File: config.mk
export PLATFORM = sky130hd
export DESIGN_NAME = ps2_game_input
export DESIGN_NICKNAME = d
export VERILOG_FILES = /design/src/rtl/ps2_game_input.sv
export SDC_FILE = /design/constraint.sdc
export NUM_CORES = 1
export LEC_CHECK = 0
export BUFFER_PORTS_ARGS = -buffer_cell sky130_fd_sc_hd__buf_4
export CORE_MARGIN = 10
export CORE_UTILIZATION = 58
export DETAILED_ROUTE_END_ITERATION = 8
export PLACE_DENSITY_LB_ADDON = 0.25
export SYNTH_ARGS = -nofsm -noshare
export SYNTH_HDL_FRONTEND = slang
export SYNTH_SLANG_ARGS = --single-unit
File: constraint.sdc
create_clock -name vga_clk -period 2.85 [get_ports vga_clk]
set_input_delay 0 -clock vga_clk [delete_from_list [all_inputs] [get_ports vga_clk]]
set_output_delay 0 -clock vga_clk [all_outputs]
set_load 0.02 [all_outputs]
File: src/rtl/ps2_game_input.sv
// PS/2 set-2 scancode decoder for the game: turns make/break codes into
// held-key flags and registered move/fire/pause controls with a fire cooldown.
module ps2_game_input #(
  parameter int unsigned FIRE_COOLDOWN = 2500000
) (
  input  logic       vga_clk,
  input  logic       reset,
  input  logic [7:0] ps2_key_data,
  input  logic       ps2_key_pressed,
  output logic       move_left,
  output logic       move_right,
  output logic       fire,
  output logic       pause
);

  localparam logic [7:0]  CODE_EXT   = 8'hE0;
  localparam logic [7:0]  CODE_BRK   = 8'hF0;
  localparam logic [7:0]  CODE_A     = 8'h1C;
  localparam logic [7:0]  CODE_D     = 8'h23;
  localparam logic [7:0]  CODE_SPACE = 8'h29;
  localparam logic [7:0]  CODE_P     = 8'h4D;
  localparam logic [7:0]  CODE_LARR  = 8'h6B;
  localparam logic [7:0]  CODE_RARR  = 8'h74;
  localparam logic [21:0] CD_RELOAD  = 22'(FIRE_COOLDOWN - 1);

  typedef enum logic [1:0] {IDLE, EXT, BRK, EXT_BRK} state_t;

  state_t      state;
  state_t      state_next;
  logic        norm_make;
  logic        norm_brk;
  logic        ext_make;
  logic        ext_brk;
  logic        held_a;
  logic        held_larrow;
  logic        held_d;
  logic        held_rarrow;
  logic        held_space;
  logic        held_p;
  logic        p_make_q;
  logic        p_brk_q;
  logic        pause_next;
  logic        lreq;
  logic        rreq;
  logic        fire_next;
  logic [21:0] cd;

  // Prefix tracker state register; a reset drops any pending E0/F0 prefix.
  always_ff @(posedge vga_clk) begin
    if (reset) state <= IDLE;
    else       state <= state_next;
  end

  // Next-state logic: only strobed bytes move the prefix tracker.
  always_comb begin
    state_next = state;
    if (ps2_key_pressed) begin
      case (state)
        IDLE: begin
          if (ps2_key_data == CODE_EXT)      state_next = EXT;
          else if (ps2_key_data == CODE_BRK) state_next = BRK;
          else                               state_next = IDLE;
        end
        EXT: begin
          if (ps2_key_data == CODE_BRK)      state_next = EXT_BRK;
          else if (ps2_key_data == CODE_EXT) state_next = EXT;
          else                               state_next = IDLE;
        end
        BRK:     state_next = IDLE;
        EXT_BRK: state_next = IDLE;
        default: state_next = IDLE;
      endcase
    end
  end

  // Decoded key events for the byte that completes a make or break sequence.
  always_comb begin
    norm_make = 1'b0;
    norm_brk  = 1'b0;
    ext_make  = 1'b0;
    ext_brk   = 1'b0;
    if (ps2_key_pressed) begin
      case (state)
        IDLE:    norm_make = (ps2_key_data != CODE_EXT) && (ps2_key_data != CODE_BRK);
        EXT:     ext_make  = (ps2_key_data != CODE_EXT) && (ps2_key_data != CODE_BRK);
        BRK:     norm_brk  = (ps2_key_data != CODE_EXT);
        EXT_BRK: ext_brk   = 1'b1;
        default: ;
      endcase
    end
  end

  // Held-key flags track make/break on the consuming edge; P events are staged one cycle.
  always_ff @(posedge vga_clk) begin
    if (reset) begin
      held_a      <= 1'b0;
      held_larrow <= 1'b0;
      held_d      <= 1'b0;
      held_rarrow <= 1'b0;
      held_space  <= 1'b0;
      p_make_q    <= 1'b0;
      p_brk_q     <= 1'b0;
    end else begin
      if (norm_make && ps2_key_data == CODE_A)          held_a <= 1'b1;
      else if (norm_brk && ps2_key_data == CODE_A)      held_a <= 1'b0;
      if (ext_make && ps2_key_data == CODE_LARR)        held_larrow <= 1'b1;
      else if (ext_brk && ps2_key_data == CODE_LARR)    held_larrow <= 1'b0;
      if (norm_make && ps2_key_data == CODE_D)          held_d <= 1'b1;
      else if (norm_brk && ps2_key_data == CODE_D)      held_d <= 1'b0;
      if (ext_make && ps2_key_data == CODE_RARR)        held_rarrow <= 1'b1;
      else if (ext_brk && ps2_key_data == CODE_RARR)    held_rarrow <= 1'b0;
      if (norm_make && ps2_key_data == CODE_SPACE)      held_space <= 1'b1;
      else if (norm_brk && ps2_key_data == CODE_SPACE)  held_space <= 1'b0;
      p_make_q <= norm_make && (ps2_key_data == CODE_P);
      p_brk_q  <= norm_brk && (ps2_key_data == CODE_P);
    end
  end

  // Control terms for the output stage; move and fire are gated by the pause value being registered.
  always_comb begin
    pause_next = pause ^ (p_make_q & ~held_p);
    lreq       = held_a | held_larrow;
    rreq       = held_d | held_rarrow;
    fire_next  = held_space & (cd == 22'd0) & ~pause_next;
  end

  // Registered outputs, P edge-detect and fire cooldown counter.
  always_ff @(posedge vga_clk) begin
    if (reset) begin
      held_p     <= 1'b0;
      pause      <= 1'b0;
      move_left  <= 1'b0;
      move_right <= 1'b0;
      fire       <= 1'b0;
      cd         <= 22'd0;
    end else begin
      pause      <= pause_next;
      if (p_make_q)     held_p <= 1'b1;
      else if (p_brk_q) held_p <= 1'b0;
      move_left  <= lreq & ~rreq & ~pause_next;
      move_right <= rreq & ~lreq & ~pause_next;
      fire       <= fire_next;
      if (fire_next)          cd <= CD_RELOAD;
      else if (cd != 22'd0)   cd <= cd - 22'd1;
    end
  end

endmodule

==> metrics.md <==
| Metric | Value |
|---|---|
| Max reg flops | `22` |
| DR vias/cell | `6.280` |
| Critical path cell sequence | `inv_1 -> ha_1 -> or3b_2 -> or4_4 -> nor3b_4 -> a211oi_1 -> a211oi_1` |
| Synth Cell Area | `1834 µm²` |
| Core area | `3028 µm²` |
| Setup Buffers After CTS | `0` |
| Net switching power figure | `0.9160 mW` |
| Worst path depth | `7` |
| Count leader, synth | `dfxtp_1` |
| FP Rows | `20` |
| Number of synthesized register bits | `36` |
| Clock Tree Root | `clkbuf_4` |
| Top cells by count, synth | `dfxtp_1 (36), nor2_1 (24), nor3_1 (18)` |
| Synth Area per Inst | `8.492 µm²` |
| Ys async rst share | `0%` |
| PwrDens | `1012 nW/µm²` |
| Synth area leader | `dfxtp_1` |
| WL final | `4448 µm` |
| Die Footprint | `5812 µm²` |
| Port bufs | `14` |
| Via count | `1,771` |
| Hpwl dp | `3272 µm` |
| Worst EP arrival | `2.80 ns` |
| Nets | `250` |
| Minimum clock period after layout | `2.534 ns` |
| Max IR drop VDD | `0.6325 mV` |
| Final period util | `88.91%` |
| Lkg Pwr | `0.7872 nW` |
| Largest net degree at the start of global routing | `33` |
| Worst-path maximum fanout | `10` |
| Worst-Skew Late Latency | `0.35 ns` |
| Post-route antenna net violation count | `0` |
| Logic pwr share | `47.5%` |
| Total congestion overflow | `0` |
| First-pass GRT wire length | `7652 µm` |
| Drt drc | `0` |
| # fillers | `261` |
| Synthesis-to-layout area growth | `14.39%` |
| Hold WS | `0.02337 ns` |
| Syn Nets | `229` |
| Regs by FF count | `cd (22), state (2)` |
| Worst Setup Start Kind | `flop` |
| GR Util All Layers | `15.45%` |
| Worst Skew | `0.01274 ns` |
| # Max-Cap Violations | `0` |
| Cell family with most CP delay | `simple AND/OR/NAND/NOR gates` |
| Clock slew at reported path FFs | `0.11 ns` |
| Slew Limit Fails | `0` |
| Synth top area share | `39.29%` |
| Worst relative slew slack | `63.84%` |
| TritonCTS clock tree | `built` |
| Reg with most FFs | `cd` |
| Clock buffer depth | `2` |
| Setup ws final | `0.3160 ns` |
| Post-synth EDFFs | `0` |
| DRT iter0 DRCs | `198` |
| WP buf/inv | `1` |
| Status | `completed` |
| Reg power frac | `36.0%` |
| Clock share of power | `16.5%` |
| WHS Path Cells | `3` |
| Ys Warns | `0` |
| Class of the worst hold path | `input port to flop` |
| Finished Layout Cells | `282` |
| H-tree levels | `2` |
| Fin Setup TNS | `0 ns` |
| Setup violators final | `0` |
| Post-Place Cells | `267` |
| RSZ-0062 raised after global routing | `false` |
| Sequential share of the synthesized area | `39.29%` |
| Synth top area cells | `dfxtp_1 (39%), a211oi_1 (6.5%), nor3_1 (4.9%)` |
| Chip Width | `76.24 µm` |
| CTS sink cnt | `36` |
| Slowest-stage cell, CP | `or4_4` |
| Internal Pwr Total | `1.207 mW` |
| CTS Hold Bufs | `7` |
| CP max stage delay | `0.60 ns` |
| Distinct cell type count after synthesis | `46` |
| Fraction of layout cells with a size suffix above 1 | `12.61%` |
| Initial antenna violation count | `0` |
| Final Hold Viols | `0` |
| R2R cell count | `7` |
| Worst Path Required | `3.12 ns` |
| Avg WL per Cell | `15.77 µm` |
| Cells after Synth | `216` |
| Total CTS buffers | `5` |
| Achievable Freq | `394.6 MHz` |
| Drt first pass iters | `4` |
| Sw Ratio | `43.14%` |
| I/O Pins | `15` |
| Ant diodes | `0` |
| Least-Margin Pin Slew | `0.5374 ns` |
| GPL Wtd Cong | `0.8784` |
| Post-synth top flop | `dfxtp_1` |
| Vias in the first global route | `1,583` |
| Chip height | `76.24 µm` |
| Pre-CTS setup slack | `0.3246 ns` |
| Setup CP Type | `flop to flop` |
| Most frequent CP cell | `a211oi_1` |
| Worst Setup End Kind | `flop` |
| Initial Util | `60.58%` |
| Layout Utilization | `69.30%` |
| Post-cts resize count | `0` |
==> layout make-up <==
| class | instances | area, µm² | area share, % |
|---|---|---|---|
| timing repair buffer | 21 | 175.2 | 8.348 |
| clock inverter | 2 | 35.03 | 1.670 |
| tap | 44 | 55.05 | 2.624 |
| sequential | 36 | 720.7 | 34.35 |
| inverter | 8 | 30.03 | 1.431 |
| clock buffer | 6 | 41.29 | 1.968 |
| multi-input combinational | 165 | 1041 | 49.61 |
==> final timing paths <==
check	startpoint	to	slack, ns
max	cd[0]$_SDFFE_PP0P_	cd[21]$_SDFFE_PP0P_	0.32
min	ps2_key_data[1]	held_d$_SDFFE_PP0P_	0.02
max reg2reg	cd[0]$_SDFFE_PP0P_	cd[21]$_SDFFE_PP0P_	0.32
min reg2reg	held_d$_SDFFE_PP0P_	move_left$_SDFF_PP0_	0.46
==> kinds of logic after synthesis <==
group | share of synthesized area [%]
buffers and inverters | 3.956
and+or+nand+nor | 35.34
xor gates and xnor gates | 2.388
DFF | 39.29
muxes | 1.637
adders and majority gates | 1.364
AOI/OAI and AO/OA | 16.03
==> placed cells by master (no fill, tap or decap), types with 6 or more instances in the layout <==
cell,n
buf_4,14
nor2_1,24
o21ai_0,10
nand2_1,10
dlygate4sd3_1,7
inv_1,8
nor4_1,11
nor3_1,18
a21oi_1,6
dfxtp_1,36
a211oi_1,16
nand4_1,7
==> stage by stage <==
step	power (mW)	instance area (µm²)
3_5_place_dp	1.753	1952
5_1_grt	2.290	2098
3_3_place_gp	1.716	1952
4_1_cts	2.116	2098
6_report	2.123	2098
2_1_floorplan	1.567	1834
==> metal layers <==
metal | vias to the layer above | track usage, % | part of all wire (%)
li1 | 861 | - | -
met1 | 843 | 21.05 | 47
met2 | 60 | 23.04 | 46
met3 | 7 | 3.892 | 5.8
met4 | 0 | 5.019 | 1.1
met5 | - | 0 | 0
==> worst reg2reg max path: stages (launching register included) <==
cell and delay (ns):
dfxtp_1 0.36, inv_1 0.09, ha_1 0.14, or3b_2 0.49, or4_4 0.60, nor3b_4 0.43
a211oi_1 0.12, a211oi_1 0.22
==> power groups by stage <==
stage          combinational (mW)  sequential [mW]  clock (mW)
2_1_floorplan               0.847            0.720           0
3_3_place_gp                0.957            0.759           0
3_5_place_dp                0.983            0.770           0
4_1_cts                     0.996            0.760       0.359
5_1_grt                      1.13            0.785       0.379
6_report                     1.01            0.764       0.351
Note: power is estimated with default switching activity, not from simulation.
